## config.mk

```make
export PLATFORM = sky130hd
export DESIGN_NAME = seq_gen
export DESIGN_NICKNAME = d
export VERILOG_FILES = /design/src/rtl/seq_pkg.sv /design/src/rtl/seq_piso.sv /design/src/rtl/seq_gen.sv
export SDC_FILE = /design/constraint.sdc
export NUM_CORES = 1
export LEC_CHECK = 0
export CORE_ASPECT_RATIO = 0.75
export CORE_MARGIN = 3
export CORE_UTILIZATION = 40
export CTS_CLUSTER_SIZE = 12
export DETAILED_ROUTE_END_ITERATION = 8
export PLACE_DENSITY_LB_ADDON = 0.2
export REMOVE_ABC_BUFFERS = 1
export SYNTH_ARGS = -nofsm -noshare
export SYNTH_HDL_FRONTEND = slang
export SYNTH_SLANG_ARGS = --single-unit
export TNS_END_PERCENT = 30
```

## constraint.sdc

```tcl
create_clock -name clk -period 2.3 [get_ports clk]
set_input_delay 0.575 -clock clk [delete_from_list [all_inputs] [get_ports clk]]
set_output_delay 0.575 -clock clk [all_outputs]
set_load 0.05 [all_outputs]
```

## src/rtl/seq_pkg.sv

```systemverilog
// Shared definitions for the serial sequence path (transmitter and detector).
// Holds the FSM state type and the default pattern constant, so both ends
// of the loopback always agree on the pattern.
package seq_pkg;

  // Default pattern length and value, shared with the detector
  localparam int          SEQ_W       = 16;
  localparam logic [15:0] SEQ_DEFAULT = 16'hABCD;

  // Transmitter FSM states
  typedef enum logic [1:0] {
    IDLE = 2'd0,
    SEND = 2'd1,
    GAP  = 2'd2
  } seq_state_e;

endpackage : seq_pkg

```

## src/rtl/seq_piso.sv

```systemverilog
// Parallel-in / serial-out right-shift register.
// load_en has priority over shift_en; bit0_o is the LSB of the register.
module seq_piso
  import seq_pkg::*;
#(
  parameter int               WIDTH   = SEQ_W,
  parameter logic [WIDTH-1:0] RST_VAL = SEQ_DEFAULT
) (
  input  logic             clk,
  input  logic             rst,
  input  logic             load_en,
  input  logic             shift_en,
  input  logic [WIDTH-1:0] par_in,
  output logic             bit0_o
);

  logic [WIDTH-1:0] shreg_q;
  logic [WIDTH-1:0] shreg_d;

  // Next register value: parallel load, right shift with zero fill, or hold
  always_comb begin
    shreg_d = shreg_q;
    if (load_en) begin
      shreg_d = par_in;
    end else if (shift_en) begin
      shreg_d = {1'b0, shreg_q[WIDTH-1:1]};
    end else begin
      shreg_d = shreg_q;
    end
  end

  // Shift register state, asynchronously reset to the default pattern
  always_ff @(posedge clk or negedge rst) begin
    if (!rst) begin
      shreg_q <= RST_VAL;
    end else begin
      shreg_q <= shreg_d;
    end
  end

  assign bit0_o = shreg_q[0];

endmodule : seq_piso

```

## src/rtl/seq_gen.sv

```systemverilog
// Serial pattern transmitter: on start, sends a WIDTH-bit pattern LSB-first,
// optionally repeated rep_cnt extra times with gap idle cycles in between.
// Optional feature macro: SEQ_GEN_LOAD_EN adds load/pat_in for a runtime
// pattern register; without it the pattern is the constant SEQ.
//
// The first bit of each frame goes straight from the pattern into the out
// flop; the shift register is loaded with the remaining bits (pattern >> 1),
// so its bit 0 is always the next bit to be sent.
module seq_gen
  import seq_pkg::*;
#(
  parameter int               WIDTH = SEQ_W,
  parameter logic [WIDTH-1:0] SEQ   = SEQ_DEFAULT,
  parameter int               GAP_W = 4,
  parameter int               REP_W = 4
) (
  input  logic             clk,
  input  logic             rst,
  input  logic             start,
  input  logic             abort,
  input  logic [REP_W-1:0] rep_cnt,
  input  logic [GAP_W-1:0] gap,
`ifdef SEQ_GEN_LOAD_EN
  input  logic             load,
  input  logic [WIDTH-1:0] pat_in,
`endif
  output logic             out,
  output logic             valid,
  output logic             busy,
  output logic             done
);

  localparam int               CNT_W    = $clog2(WIDTH);
  localparam logic [CNT_W-1:0] LAST_BIT = CNT_W'(WIDTH - 1);

  seq_state_e       state_q,   state_d;
  logic [CNT_W-1:0] bit_cnt_q, bit_cnt_d;
  logic [REP_W-1:0] rep_q,     rep_d;
  logic [GAP_W-1:0] gap_len_q, gap_len_d;
  logic [GAP_W-1:0] gap_cnt_q, gap_cnt_d;
  logic             out_q,     out_d;
  logic             valid_q,   valid_d;
  logic             busy_q,    busy_d;
  logic             done_q,    done_d;

  logic             piso_load_s;
  logic             piso_shift_s;
  logic             piso_bit0_s;
  logic [WIDTH-1:0] pattern_s;

`ifdef SEQ_GEN_LOAD_EN
  logic [WIDTH-1:0] pat_q, pat_d;

  // Runtime pattern register, writable only while idle and not aborting
  always_comb begin
    pat_d = pat_q;
    if ((state_q == IDLE) && !abort && load) begin
      pat_d = pat_in;
    end else begin
      pat_d = pat_q;
    end
  end

  // Pattern register storage
  always_ff @(posedge clk or negedge rst) begin
    if (!rst) begin
      pat_q <= SEQ;
    end else begin
      pat_q <= pat_d;
    end
  end

  assign pattern_s = pat_q;
`else
  assign pattern_s = SEQ;
`endif

  seq_piso #(
    .WIDTH   (WIDTH),
    .RST_VAL (SEQ)
  ) u_piso (
    .clk      (clk),
    .rst      (rst),
    .load_en  (piso_load_s),
    .shift_en (piso_shift_s),
    .par_in   ({1'b0, pattern_s[WIDTH-1:1]}),
    .bit0_o   (piso_bit0_s)
  );

  // FSM next state, counters and next registered outputs
  always_comb begin
    state_d      = state_q;
    bit_cnt_d    = bit_cnt_q;
    rep_d        = rep_q;
    gap_len_d    = gap_len_q;
    gap_cnt_d    = gap_cnt_q;
    out_d        = 1'b0;
    valid_d      = 1'b0;
    busy_d       = 1'b0;
    done_d       = 1'b0;
    piso_load_s  = 1'b0;
    piso_shift_s = 1'b0;

    if (abort) begin
      state_d = IDLE;
    end else begin
      case (state_q)
        IDLE: begin
          if (start) begin
            state_d     = SEND;
            rep_d       = rep_cnt;
            gap_len_d   = gap;
            bit_cnt_d   = {CNT_W{1'b0}};
            piso_load_s = 1'b1;
            out_d       = pattern_s[0];
            valid_d     = 1'b1;
            busy_d      = 1'b1;
          end else begin
            state_d = IDLE;
          end
        end
        SEND: begin
          busy_d = 1'b1;
          if (bit_cnt_q == LAST_BIT) begin
            if (rep_q == {REP_W{1'b0}}) begin
              state_d = IDLE;
              busy_d  = 1'b0;
              done_d  = 1'b1;
            end else if (gap_len_q != {GAP_W{1'b0}}) begin
              state_d   = GAP;
              rep_d     = rep_q - REP_W'(1);
              gap_cnt_d = gap_len_q;
            end else begin
              state_d     = SEND;
              rep_d       = rep_q - REP_W'(1);
              bit_cnt_d   = {CNT_W{1'b0}};
              piso_load_s = 1'b1;
              out_d       = pattern_s[0];
              valid_d     = 1'b1;
            end
          end else begin
            piso_shift_s = 1'b1;
            bit_cnt_d    = bit_cnt_q + CNT_W'(1);
            out_d        = piso_bit0_s;
            valid_d      = 1'b1;
          end
        end
        GAP: begin
          busy_d = 1'b1;
          if (gap_cnt_q <= GAP_W'(1)) begin
            state_d     = SEND;
            bit_cnt_d   = {CNT_W{1'b0}};
            piso_load_s = 1'b1;
            out_d       = pattern_s[0];
            valid_d     = 1'b1;
          end else begin
            gap_cnt_d = gap_cnt_q - GAP_W'(1);
          end
        end
        default: begin
          state_d = IDLE;
        end
      endcase
    end
  end

  // State, counters and output flops; reset clears all outputs at once
  always_ff @(posedge clk or negedge rst) begin
    if (!rst) begin
      state_q   <= IDLE;
      bit_cnt_q <= {CNT_W{1'b0}};
      rep_q     <= {REP_W{1'b0}};
      gap_len_q <= {GAP_W{1'b0}};
      gap_cnt_q <= {GAP_W{1'b0}};
      out_q     <= 1'b0;
      valid_q   <= 1'b0;
      busy_q    <= 1'b0;
      done_q    <= 1'b0;
    end else begin
      state_q   <= state_d;
      bit_cnt_q <= bit_cnt_d;
      rep_q     <= rep_d;
      gap_len_q <= gap_len_d;
      gap_cnt_q <= gap_cnt_d;
      out_q     <= out_d;
      valid_q   <= valid_d;
      busy_q    <= busy_d;
      done_q    <= done_d;
    end
  end

  assign out   = out_q;
  assign valid = valid_q;
  assign busy  = busy_q;
  assign done  = done_q;

endmodule : seq_gen

```

==> out/qor.yml <==
cts_resized: 0
clk_pin_slew_ns: 0.08
status: "completed"
whs_ns: 0.4709
yosysWarnings: 0
firstDrtPassIters: 4
yosysTopAreaCell: "dfrtp_1"
drive_above_1_share: 0.2057
avgViaCountPerCell: 5.436
h-tree-depth: 2
worstMarginPinSlew_ns: 0.6295
grt_antenna_before_repair: 0
cts_root_buf: "clkbuf_8"
place.gp.congestion: 0.8218
hold_violations: 0
ir_drop_mv: 0.3329
drc: 0
fmax_ghz: 0.4995
synth_area_um2: 1894
setup_viol: 0
placement_rows: 21
ctsHoldBuffers: 0
netlist_instances: 185
drt-initial-drc-count: 83
grt_use_total: 0.1593
p_per_area_nw_per_um2: 914.7
synth_edf_count: 0
cp-end-kind: "register"
arrival_ns: 2.19
routed_wl_um: 3852
grt_pass1_vias: 1435
start_kind: "input port"
post_cts_buffers: 0
fin_crit_ns: 2.002
synth-async-reset-ratio: 1.000
relSlewSlack: 0.5759
fin_nets: 224
hp-class: "register to register"
ant_nets: 0
p_leak_nw: 0.9690
drv_slew: 0
dieWidth_um: 85.47
path_class: "input port to register"
synth-seq-cells: 38
die_h_um: 65.60
vias: 1446
synth_top_area_share: 0.3699
path_max_fanout: 4
yosys-top-cells-area: "dfrtp_1 (37%), dfstp_2 (14%), nand2_1 (7.3%), a21oi_1 (3.4%), nand3_1 (3.2%)"
cap_violations: 0
worstPathRequired_ns: 2.48
dp_slack_ns: -0.03116
synth_area_per_cell_um2: 10.24
period_share: 0.8705
grt_pass1_wl_um: 6996
area_growth_pct: 17.64
synth_flop_cell: "dfrtp_1"
die_area_um2: 5606
setup_ws_ns: 0.2978
cts_tree: "built"
post_drt_wl_per_cell_um: 14.48
synth_cell_types: 45
n_antenna_cell: 0
overflow: 0
setup.reg_to_reg.worst_slack_ns: 0.37
io_buffers: 15
ys_seq_area_frac: 0.5086
grt_max_degree: 39
rsz0062_at_grt: "false"
dp_hpwl_um: 2757
finalClockSkew_ns: 0.01265
cts.sinks: 38
initial_core_util: 0.4192
cts_made_buffers: 5
core_area_um2: 4519
clk_latency_ns: 0.29
ioPinCount: 16
cts.path.max_buffers: 2
placed cells by master (no fill, tap or decap), types with 2 or more instances in the layout:
| cell type | count |
|---|---|
| nor2_1 | 9 |
| a21oi_1 | 13 |
| a2bb2oi_1 | 2 |
| dfstp_2 | 10 |
| dfrtp_1 | 28 |
| nand2_1 | 37 |
| o21a_1 | 2 |
| nor3b_1 | 2 |
| nor2b_1 | 3 |
| clkinv_2 | 2 |
| buf_4 | 8 |
| nor3_1 | 2 |
| o31ai_1 | 2 |
| mux2_2 | 4 |
| nand2b_4 | 2 |
| inv_1 | 7 |
| and3_1 | 3 |
| ha_1 | 4 |
| a31oi_1 | 5 |
| clkbuf_8 | 5 |
| mux2i_1 | 5 |
| clkdlybuf4s50_1 | 15 |
| o21ai_0 | 3 |
| nand3_1 | 12 |
layout make-up:
| class | count | area, um2 |
|---|---|---|
| clock buffers | 6 | 72.57 |
| repair buffers | 23 | 210.2 |
| clock inverters | 2 | 10.01 |
| well taps | 57 | 71.32 |
| fillers | 439 | 2291 |
| inverters | 7 | 26.28 |
| flip-flops and latches | 38 | 963.4 |
| multi-input cells | 133 | 874.6 |
cell families after synthesis:
| group | synth area share |
|---|---|
| fa+ha+maj | 0.02642 |
| buf+inv | 0.02972 |
| simple gates | 0.2266 |
| compound gates | 0.1585 |
| mux | 0.05020 |
| flops | 0.5086 |
through the flow:
| stage | power (mW) | instances | instance area, um2 | setup TNS, ns | util |
|---|---|---|---|---|---|
| finish | 2.038 | 266 | 2228 | 0 | 0.4931 |
| global route | 2.192 | 266 | 2228 | 0 | 0.4931 |
| CTS | 2.057 | 266 | 2228 | 0 | 0.4931 |
| detailed placement | 1.610 | 258 | 2146 | -0.1086 | 0.4748 |
| global placement | 1.573 | 258 | 2146 | 0 | 0.4748 |
| floorplan | 1.417 | 178 | 1864 | 0 | - |
path summary, 6_finish.rpt:
path | end | cells after the start | from
hold reg to reg | u_piso.shreg_q[11] | 2 | u_piso.shreg_q[11]
min in group asynchronous | bit_cnt_q[1] | 2 | rst
max in group asynchronous | u_piso.shreg_q[3] | 2 | rst
setup / recovery | gap_len_q[2] | 4 | start
setup reg to reg | rep_q[2] | 7 | rep_q[0]
hold / removal | u_piso.shreg_q[11] | 2 | u_piso.shreg_q[11]
routing by layer:
metal  wire (um)  vias to the layer above  global-route usage
met1        1883                      712              0.2193
met4          54                        0             0.06522
li1            -                      704                   -
met2        1737                       24              0.2345
met3         177                        6             0.04637
met5           0                        -                   0
cells in the mapped netlist, drive strengths merged (4+ instances only):
master   n
nand2   37
dfrtp   28
a21oi   14
nand3   12
dfstp   10
nor2     9
inv      7
a31oi    5
mux2i    5
clkbuf   4
ha       4
mux2     4
o21ai    4
state kept, by name, indices dropped and copies added, names as in the netlist:
signal          count
done                1
gap_cnt_q           4
bit_cnt_q           4
valid               1
busy                1
rep_q               4
out                 1
gap_len_q           4
u_piso.shreg_q     16
state_q             2
worst max-delay path: stages:
cell and delay (ns):
clkdlybuf4s50_1 0.47, or3b_1 0.44, nor2_1 0.31, mux2_2 0.38
power breakdown:
part	total, mW	internal [mW]	leakage (nW)	switching, mW
sequential	1.03	0.897	0.445	0.132
clock	0.440	0.210	0.0450	0.230
combinational	0.568	0.264	0.479	0.305
Power figures use the tool's default switching activity.
